File: config.mk
export PLATFORM = sky130hd
export DESIGN_NAME = seq_shift_add_multiplier
export DESIGN_NICKNAME = d
export VERILOG_FILES = /design/src/rtl/seq_shift_add_multiplier.sv
export SDC_FILE = /design/constraint.sdc
export NUM_CORES = 1
export LEC_CHECK = 0
export ABC_AREA = 1
export CORE_UTILIZATION = 55
export CTS_BUF_LIST = sky130_fd_sc_hd__clkbuf_8
export CTS_CLUSTER_DIAMETER = 100
export DETAILED_ROUTE_END_ITERATION = 12
export PLACE_DENSITY_LB_ADDON = 0.08
export SYNTH_ARGS = -nofsm -noshare
export SYNTH_HDL_FRONTEND = slang
export SYNTH_SLANG_ARGS = --single-unit
File: constraint.sdc
create_clock -name clk -period 9.6 [get_ports clk]
set_input_delay 1.92 -clock clk [delete_from_list [all_inputs] [get_ports clk]]
set_output_delay 1.92 -clock clk [all_outputs]
set_load 0.02 [all_outputs]
File: src/rtl/seq_shift_add_multiplier.sv
// Unsigned sequential shift-and-add multiplier. One partial product per RUN cycle
// is folded into the accumulator through an instantiated N-bit ripple-carry Adder.

module Adder #(
    parameter int unsigned N = 16
) (
    input  logic [N-1:0] A,
    input  logic [N-1:0] B,
    input  logic         C_in,
    output logic [N-1:0] S,
    output logic         C_out
);

    logic carry;

    always_comb begin
        S     = '0;
        carry = C_in;
        for (int unsigned i = 0; i < N; i++) begin
            S[i]  = A[i] ^ B[i] ^ carry;
            carry = (A[i] & B[i]) | (carry & (A[i] ^ B[i]));
        end
        C_out = carry;
    end

endmodule

module seq_shift_add_multiplier #(
    parameter int unsigned N = 16
) (
    input  logic           clk,
    input  logic           rst,
    input  logic           start,
    input  logic [N-1:0]   A_in,
    input  logic [N-1:0]   B_in,
    output logic           busy,
    output logic           done,
    output logic [2*N-1:0] P
);

    localparam int unsigned CW = $clog2(N + 1);
    localparam logic [CW-1:0] LAST = CW'(N - 1);

    typedef enum logic [1:0] {
        IDLE = 2'd0,
        RUN  = 2'd1,
        DONE = 2'd2
    } state_t;

    state_t         state_q, state_d;
    logic [N-1:0]   m_q, m_d;
    logic [N-1:0]   acc_q, acc_d;
    logic [N-1:0]   q_q, q_d;
    logic [CW-1:0]  cnt_q, cnt_d;
    logic [2*N-1:0] p_q, p_d;

    logic [N-1:0]   add_b;
    logic [N-1:0]   add_s;
    logic           add_cout;
    logic [2*N-1:0] shifted;

    assign add_b = q_q[0] ? m_q : '0;

    Adder #(.N(N)) u_adder (
        .A     (acc_q),
        .B     (add_b),
        .C_in  (1'b0),
        .S     (add_s),
        .C_out (add_cout)
    );

    // The adder carry lands in the top bit, so the full 2N-bit product is kept.
    assign shifted = {add_cout, add_s, q_q[N-1:1]};

    always_ff @(posedge clk or posedge rst) begin
        if (rst) begin
            state_q <= IDLE;
            m_q     <= '0;
            acc_q   <= '0;
            q_q     <= '0;
            cnt_q   <= '0;
            p_q     <= '0;
        end else begin
            state_q <= state_d;
            m_q     <= m_d;
            acc_q   <= acc_d;
            q_q     <= q_d;
            cnt_q   <= cnt_d;
            p_q     <= p_d;
        end
    end

    always_comb begin
        state_d = state_q;
        m_d     = m_q;
        acc_d   = acc_q;
        q_d     = q_q;
        cnt_d   = cnt_q;
        p_d     = p_q;

        unique case (state_q)
            IDLE, DONE: begin
                if (start) begin
                    m_d     = A_in;
                    q_d     = B_in;
                    acc_d   = '0;
                    cnt_d   = '0;
                    state_d = RUN;
                end else if (state_q == DONE) begin
                    state_d = IDLE;
                end
            end
            RUN: begin
                {acc_d, q_d} = shifted;
                cnt_d        = cnt_q + CW'(1);
                if (cnt_q == LAST) begin
                    state_d = DONE;
                    p_d     = shifted;
                end
            end
            default: state_d = IDLE;
        endcase
    end

    assign busy = (state_q == RUN);
    assign done = (state_q == DONE);
    assign P    = p_q;

endmodule

==> results of run 1 <==
[cell usage after synthesis]
master / instances
clkinv_1: 1
o21ai_0: 13
inv_1: 49
buf_2: 10
nand4_1: 1
nor2_2: 1
dfrtp_1: 87
nor2_1: 6
clkbuf_1: 4
a21oi_1: 1
nand2_4: 1
o21ai_1: 4
ha_1: 3
nand2_2: 2
o22ai_1: 17
nand2_1: 219
buf_4: 1
inv_2: 2
nand3_1: 2
fa_1: 15
buf_6: 3
[logic make-up (layout without fill, tap and decap cells)]
logic type      Yosys count  after routing  share of synthesized area
simple gates            232            232                      0.228
flops                    87             87                      0.558
buf+inv                  70            138                     0.0772
compound gates           35             35                     0.0503
fa+ha+maj                18             18                     0.0865
[worst paths after layout]
path	end
worst max-delay path	P[30]
worst min register to register	P[13]
max in group asynchronous	q_q[1]
min in group asynchronous	P[11]
worst min-delay path	P[13]
worst max register to register	P[30]
[where the power goes]
group          leakage [nW]  total, mW  internal (mW)  switching, mW
combinational          1.27      0.758          0.326          0.432
clock                 0.130      0.318          0.187          0.131
sequential             1.06      0.662          0.548          0.114
[tightest hold or removal path, stage by stage (launching register included)]
cell	delay, ns
dfrtp_1	0.35
nand2_1	0.05
nand2_1	0.05
[placed cells by master, fill, tap and decap left out]
cell / n
dfrtp_1: 87
nand2_2: 2
o21ai_1: 4
clkinv_2: 2
buf_4: 2
o21ai_0: 13
clkinv_1: 1
bufinv_16: 3
nor2_2: 2
a21oi_1: 1
nand3_1: 2
o22ai_1: 17
clkinv_4: 1
inv_2: 2
nand4_1: 1
inv_1: 48
clkdlybuf4s50_1: 68
fa_1: 15
nor2_1: 5
clkbuf_8: 11
ha_1: 3
nand2_4: 1
nand2_1: 219
[registers in the layout, summed over array words and instances (netlist names)]
name and flops:
acc_q 16, P 32, q_q 16, cnt_q 5, state_q 2, m_q 16
[per-layer routing]
metal | vias up | GRT usage
met4 | 0 | 0.0818
li1 | 1452 | -
met3 | 6 | 0.0505
met5 | - | 0
met2 | 57 | 0.404
met1 | 1417 | 0.313
[area by class of cell]
type | count | area [um^2]
Clock buffer | 11 | 151
Clock inverter | 5 | 104
Fill cell | 576 | 1960
Inverter | 52 | 196
Multi-Input combinational cell | 285 | 1430
Sequential cell | 87 | 2180
Tap cell | 96 | 120
Timing Repair Buffer | 70 | 696
==> results.yml, run 1 <==
setup_path:
  cp.depth: 24
  crit_buf_inv: 6
  cpMostUsedCell: "fa_1"
  crit_family: "adder cells"
  start_kind: "register"
  worstSetupPathType: "register to register"
  critical_path.max_stage_delay_ns: 0.70
  endpoint_kind: "register"
  cp.arrival_ns: 6.90
  path_max_fanout: 17
  crit_path_start: "q_q[0]"
  crit_chain: "nand2_1, inv_1, ha_1, inv_1, fa_1, fa_1, fa_1, fa_1, fa_1, fa_1, inv_1, fa_1, inv_1, fa_1, fa_1, inv_1, fa_1, fa_1, inv_1, fa_1, fa_1, fa_1, fa_1, o21ai_0"
  r2r-start: "q_q[0]"
  r2r_cells: 24
  regToRegSetupSlack_ns: 2.90
  crit_path_top_delay_cell: "dfrtp_1"
  worstPathRequired_ns: 9.81
yosys:
  synth_nets: 495
  yosysSeqAreaShare: 0.558
  syn_avg_cell_area_um2: 8.83
  ys_ff_latch: 87
  synth_warnings: 0
  netlist_top_cells_area: "dfrtp_1 (56%), nand2_1 (21%), fa_1 (7.7%)"
  synthDominantCellAreaShare: 0.558
  ys_types: 21
  synthCells: 442
  synth_area_um2: 3900
  yosysTopAreaCell: "dfrtp_1"
placement:
  io_buffer_count: 68
  pre_cts_ws_ns: 2.90
  gp_congestion: 0.781
  dp.cells: 590
  dpl_cell_area_um2: 4620
  hpwl_um: 5130
timing:
  rsz0062_at_grt: "false"
  finalSetupViolCount: 0
  min_period_over_period: 0.697
  hold_viol: 0
  tns_ns: 0
  maxSlewHeadroom: 0.280
  fmaxAchievable_ghz: 0.149
  layout_min_cycle_time_ns: 6.70
  tightest_slew_ns: 1.08
  fin_ws_ns: 2.90
  final_max_slew_viol_count: 0
  whs_ns: 0.481
  skew_ns: 0.00713
clock_network:
  clockBufferDepth: 2
  htreeDepth: 3
  cts_tree: "built"
  cts_sinks: 87
  cts_root_buffer: "clkbuf_8"
  clk_latency_ns: 0.35
  cts_made_buffers: 9
  ctsResizeCount: 0
  cts_setup_buffers: 0
  clk_pin_slew_ns: 0.08
  hold_buffers: 0
final_layout:
  area_growth_pct: 24.8
  drive_gt1_frac: 0.0510
  final_cells: 606
  diodes: 0
  final_nets: 558
  fin_area_um2: 4870
  post-route-util: 0.713
die:
  start_util: 0.571
  dieArea_um2: 7440
  core.rowCount: 30
  die_x_um: 86.2
  die_h_um: 86.2
  ios: 69
  core_um2: 6830
global_route:
  antenna_found_initial: 0
  grt_pass1_wl_um: 13700
  grt_pass1_vias: 3009
  grt_max_degree: 88
  grt_use_total: 0.240
  grt_overflow: 0
detailed_routing:
  top_layer: "met4"
  wl_met3_um: 270
  drtIter0Drc: 139
  met1Wirelength_um: 3560
  drc: 0
  vias: 2932
  wl_um: 7890
  vias_per_cell: 4.84
  firstDrtPassIters: 4
  final_antenna_net_count: 0
  wl_met2_um: 4000
  post_drt_wl_per_cell_um: 13.0
power:
  ir_drop_mv: 0.160
  leakagePower_nw: 2.46
  p_per_area_nw_per_um2: 357
  total_power_mw: 1.74
hold_path:
  holdCritStartpoint: "P[13]"
  holdCritPathClass: "register to register"
  holdPathStages: 2
status:
  status: "complete, no violations"
job:
  drv_cap: 0
Note: power is estimated with default switching activity, not from simulation.
==> run 2: changes to the inputs <==
--- a/config.mk
+++ b/config.mk
@@ -6,7 +6,7 @@
 export NUM_CORES = 1
 export LEC_CHECK = 0
 export ABC_AREA = 1
-export CORE_UTILIZATION = 55
+export CORE_UTILIZATION = 49
 export CTS_BUF_LIST = sky130_fd_sc_hd__clkbuf_8
 export CTS_CLUSTER_DIAMETER = 100
 export DETAILED_ROUTE_END_ITERATION = 12
==> constraint.sdc (replaced) <==
create_clock -name clk -period 6.05 [get_ports clk]
set_input_delay 1.21 -clock clk [delete_from_list [all_inputs] [get_ports clk]]
set_output_delay 1.21 -clock clk [all_outputs]
set_load 0.02 [all_outputs]
==> results.yml, run 2 (synthesis results as in run 1) <==
status:
  status: "complete, no violations"
hold_path:
  holdCritPathClass: "register to register"
placement:
  io_buffer_count: 68
  hpwl_um: 5300
  gp_congestion: 0.784
  pre_cts_ws_ns: -0.0830
final_layout:
  area_growth_pct: 25.1
  num-fill-cells: 659
  post-route-util: 0.632
  final_nets: 561
  largest_reg_flops: 32
  mostFrequentLayoutCell: "nand2_1"
  diodes: 0
  drive_gt1_frac: 0.0936
  mostFrequentLayoutCells: "nand2_1 (219), dfrtp_1 (87), clkdlybuf4s50_1 (68), inv_1 (44), o22ai_1 (17)"
global_route:
  grt_use_total: 0.209
  antenna_found_initial: 0
  grt_pass1_wl_um: 13600
  grt_overflow: 0
  grt_max_degree: 50
  grt_pass1_vias: 2929
power:
  swShare: 0.399
  p_int_mw: 1.62
  power_frac_clock: 0.149
  switching_power_mw: 1.08
  leakagePower_nw: 2.43
  total_power_mw: 2.69
  seqPwrFrac: 0.387
  combPwrFrac: 0.464
  ir_drop_mv: 0.281
  p_per_area_nw_per_um2: 552
detailed_routing:
  post_drt_wl_per_cell_um: 12.8
  vias_per_cell: 4.76
  vias: 2925
  firstDrtPassIters: 4
  wl_um: 7880
  drc: 0
  drtIter0Drc: 121
  final_antenna_net_count: 0
die:
  core_um2: 7730
  dieArea_um2: 8330
  die_h_um: 91.3
  start_util: 0.505
  die_x_um: 91.3
  core.rowCount: 32
  ios: 69
timing:
  fin_ws_ns: 0.0627
  skew_ns: 0.00690
  finalSetupViolCount: 0
  min_period_over_period: 0.990
  final_max_slew_viol_count: 0
  rsz0062_at_grt: "true"
  tightest_slew_ns: 0.893
  hold_viol: 0
  fmaxAchievable_ghz: 0.167
  maxSlewHeadroom: 0.404
  whs_ns: 0.483
  layout_min_cycle_time_ns: 5.99
setup_path:
  crit_family: "adder cells"
  crit_chain: "nand2_1, inv_1, ha_2, inv_2, fa_2, fa_2, fa_2, fa_2, fa_2, fa_2, inv_2, fa_2, inv_2, fa_2, fa_2, inv_2, fa_2, fa_2, inv_2, fa_2, fa_2, fa_2, fa_1, o22ai_1"
  crit_path_top_delay_cell: "fa_1"
  cpMostUsedCell: "fa_2"
  path_max_fanout: 2
  worstPathRequired_ns: 6.25
  cp.arrival_ns: 6.19
  start_kind: "register"
  endpoint_kind: "register"
  worstSetupPathType: "register to register"
  crit_buf_inv: 6
  critical_path.max_stage_delay_ns: 0.51
job:
  drv_cap: 0
clock_network:
  clk_pin_slew_ns: 0.09
  hold_buffers: 0
  cts_sinks: 87
  clk_latency_ns: 0.34
  cts_made_buffers: 9
  clockBufferDepth: 2
  htreeDepth: 3
  cts_tree: "built"
  cts_root_buffer: "clkbuf_8"
## run 2: worst reg2reg max path, delay by kind of cell, from the launching register on
kind	cells	cell delay [ns]
flip-flops	1	0.36
AO/OA/AOI/OAI	1	0.09
adder cells (fa/ha/maj)	16	5.09
AND/OR/NAND/NOR	1	0.05
buffers and inverters	6	0.29
## run 2: path summary, 6_finish.rpt
| check | start | end | slack (ns) | cells after the start |
|---|---|---|---|---|
| min in group asynchronous | rst | P[19] | 1.26 | 2 |
| worst min-delay path | P[10] | P[10] | 0.48 | 2 |
| worst min register to register | P[10] | P[10] | 0.48 | 2 |
| max in group asynchronous | rst | cnt_q[1] | 3.74 | 3 |
| worst max-delay path | q_q[0] | acc_q[14] | 0.06 | 24 |
| worst max register to register | q_q[0] | acc_q[14] | 0.06 | 24 |
## run 2: repair_timing
item | CTS | global route
buffers inserted | 0 | 1
setup endpoints to repair | 4 | 4
endpoints found under the hold margin | 0 | 0
pin swaps | 0 | 4
resized for setup | 3 | 15
## run 2: per-stage QoR
stage	std cells	setup TNS, ns	cell area [um^2]
floorplan	442	0	3930
global placement	598	-0.0752	4650
detailed placement	598	-0.161	4650
CTS	614	0	4860
global route	615	-0.260	4880
finish	615	0	4880
## run 2: power by group through the flow
stage	clock [mW]	sequential (mW)	combinational, mW
finish	0.402	1.04	1.25
global route	0.437	1.08	1.42
CTS	0.413	1.04	1.25
detailed placement	0	1.05	1.24
global placement	0	1.04	1.21
floorplan	0	1.14	0.709
## run 2: final cells by class
type,count,area [um^2],share of cell area
sequential,87,2180,0.446
clock inverter,6,61.3,0.0126
tap,102,128,0.0261
clock buffer,10,138,0.0282
inverter,52,196,0.0402
timing repair buffer,73,718,0.147
multi-input combinational,285,1470,0.300
## run 2: routing by layer
| metal | vias to the layer above | track usage | share of wire |
|---|---|---|---|
| met1 | 1392 | 0.276 | 0.47 |
| met5 | - | 0 | 0 |
| met3 | 8 | 0.0343 | 0.038 |
| met4 | 0 | 0.0688 | 0.011 |
| met2 | 57 | 0.354 | 0.48 |
| li1 | 1468 | - | - |
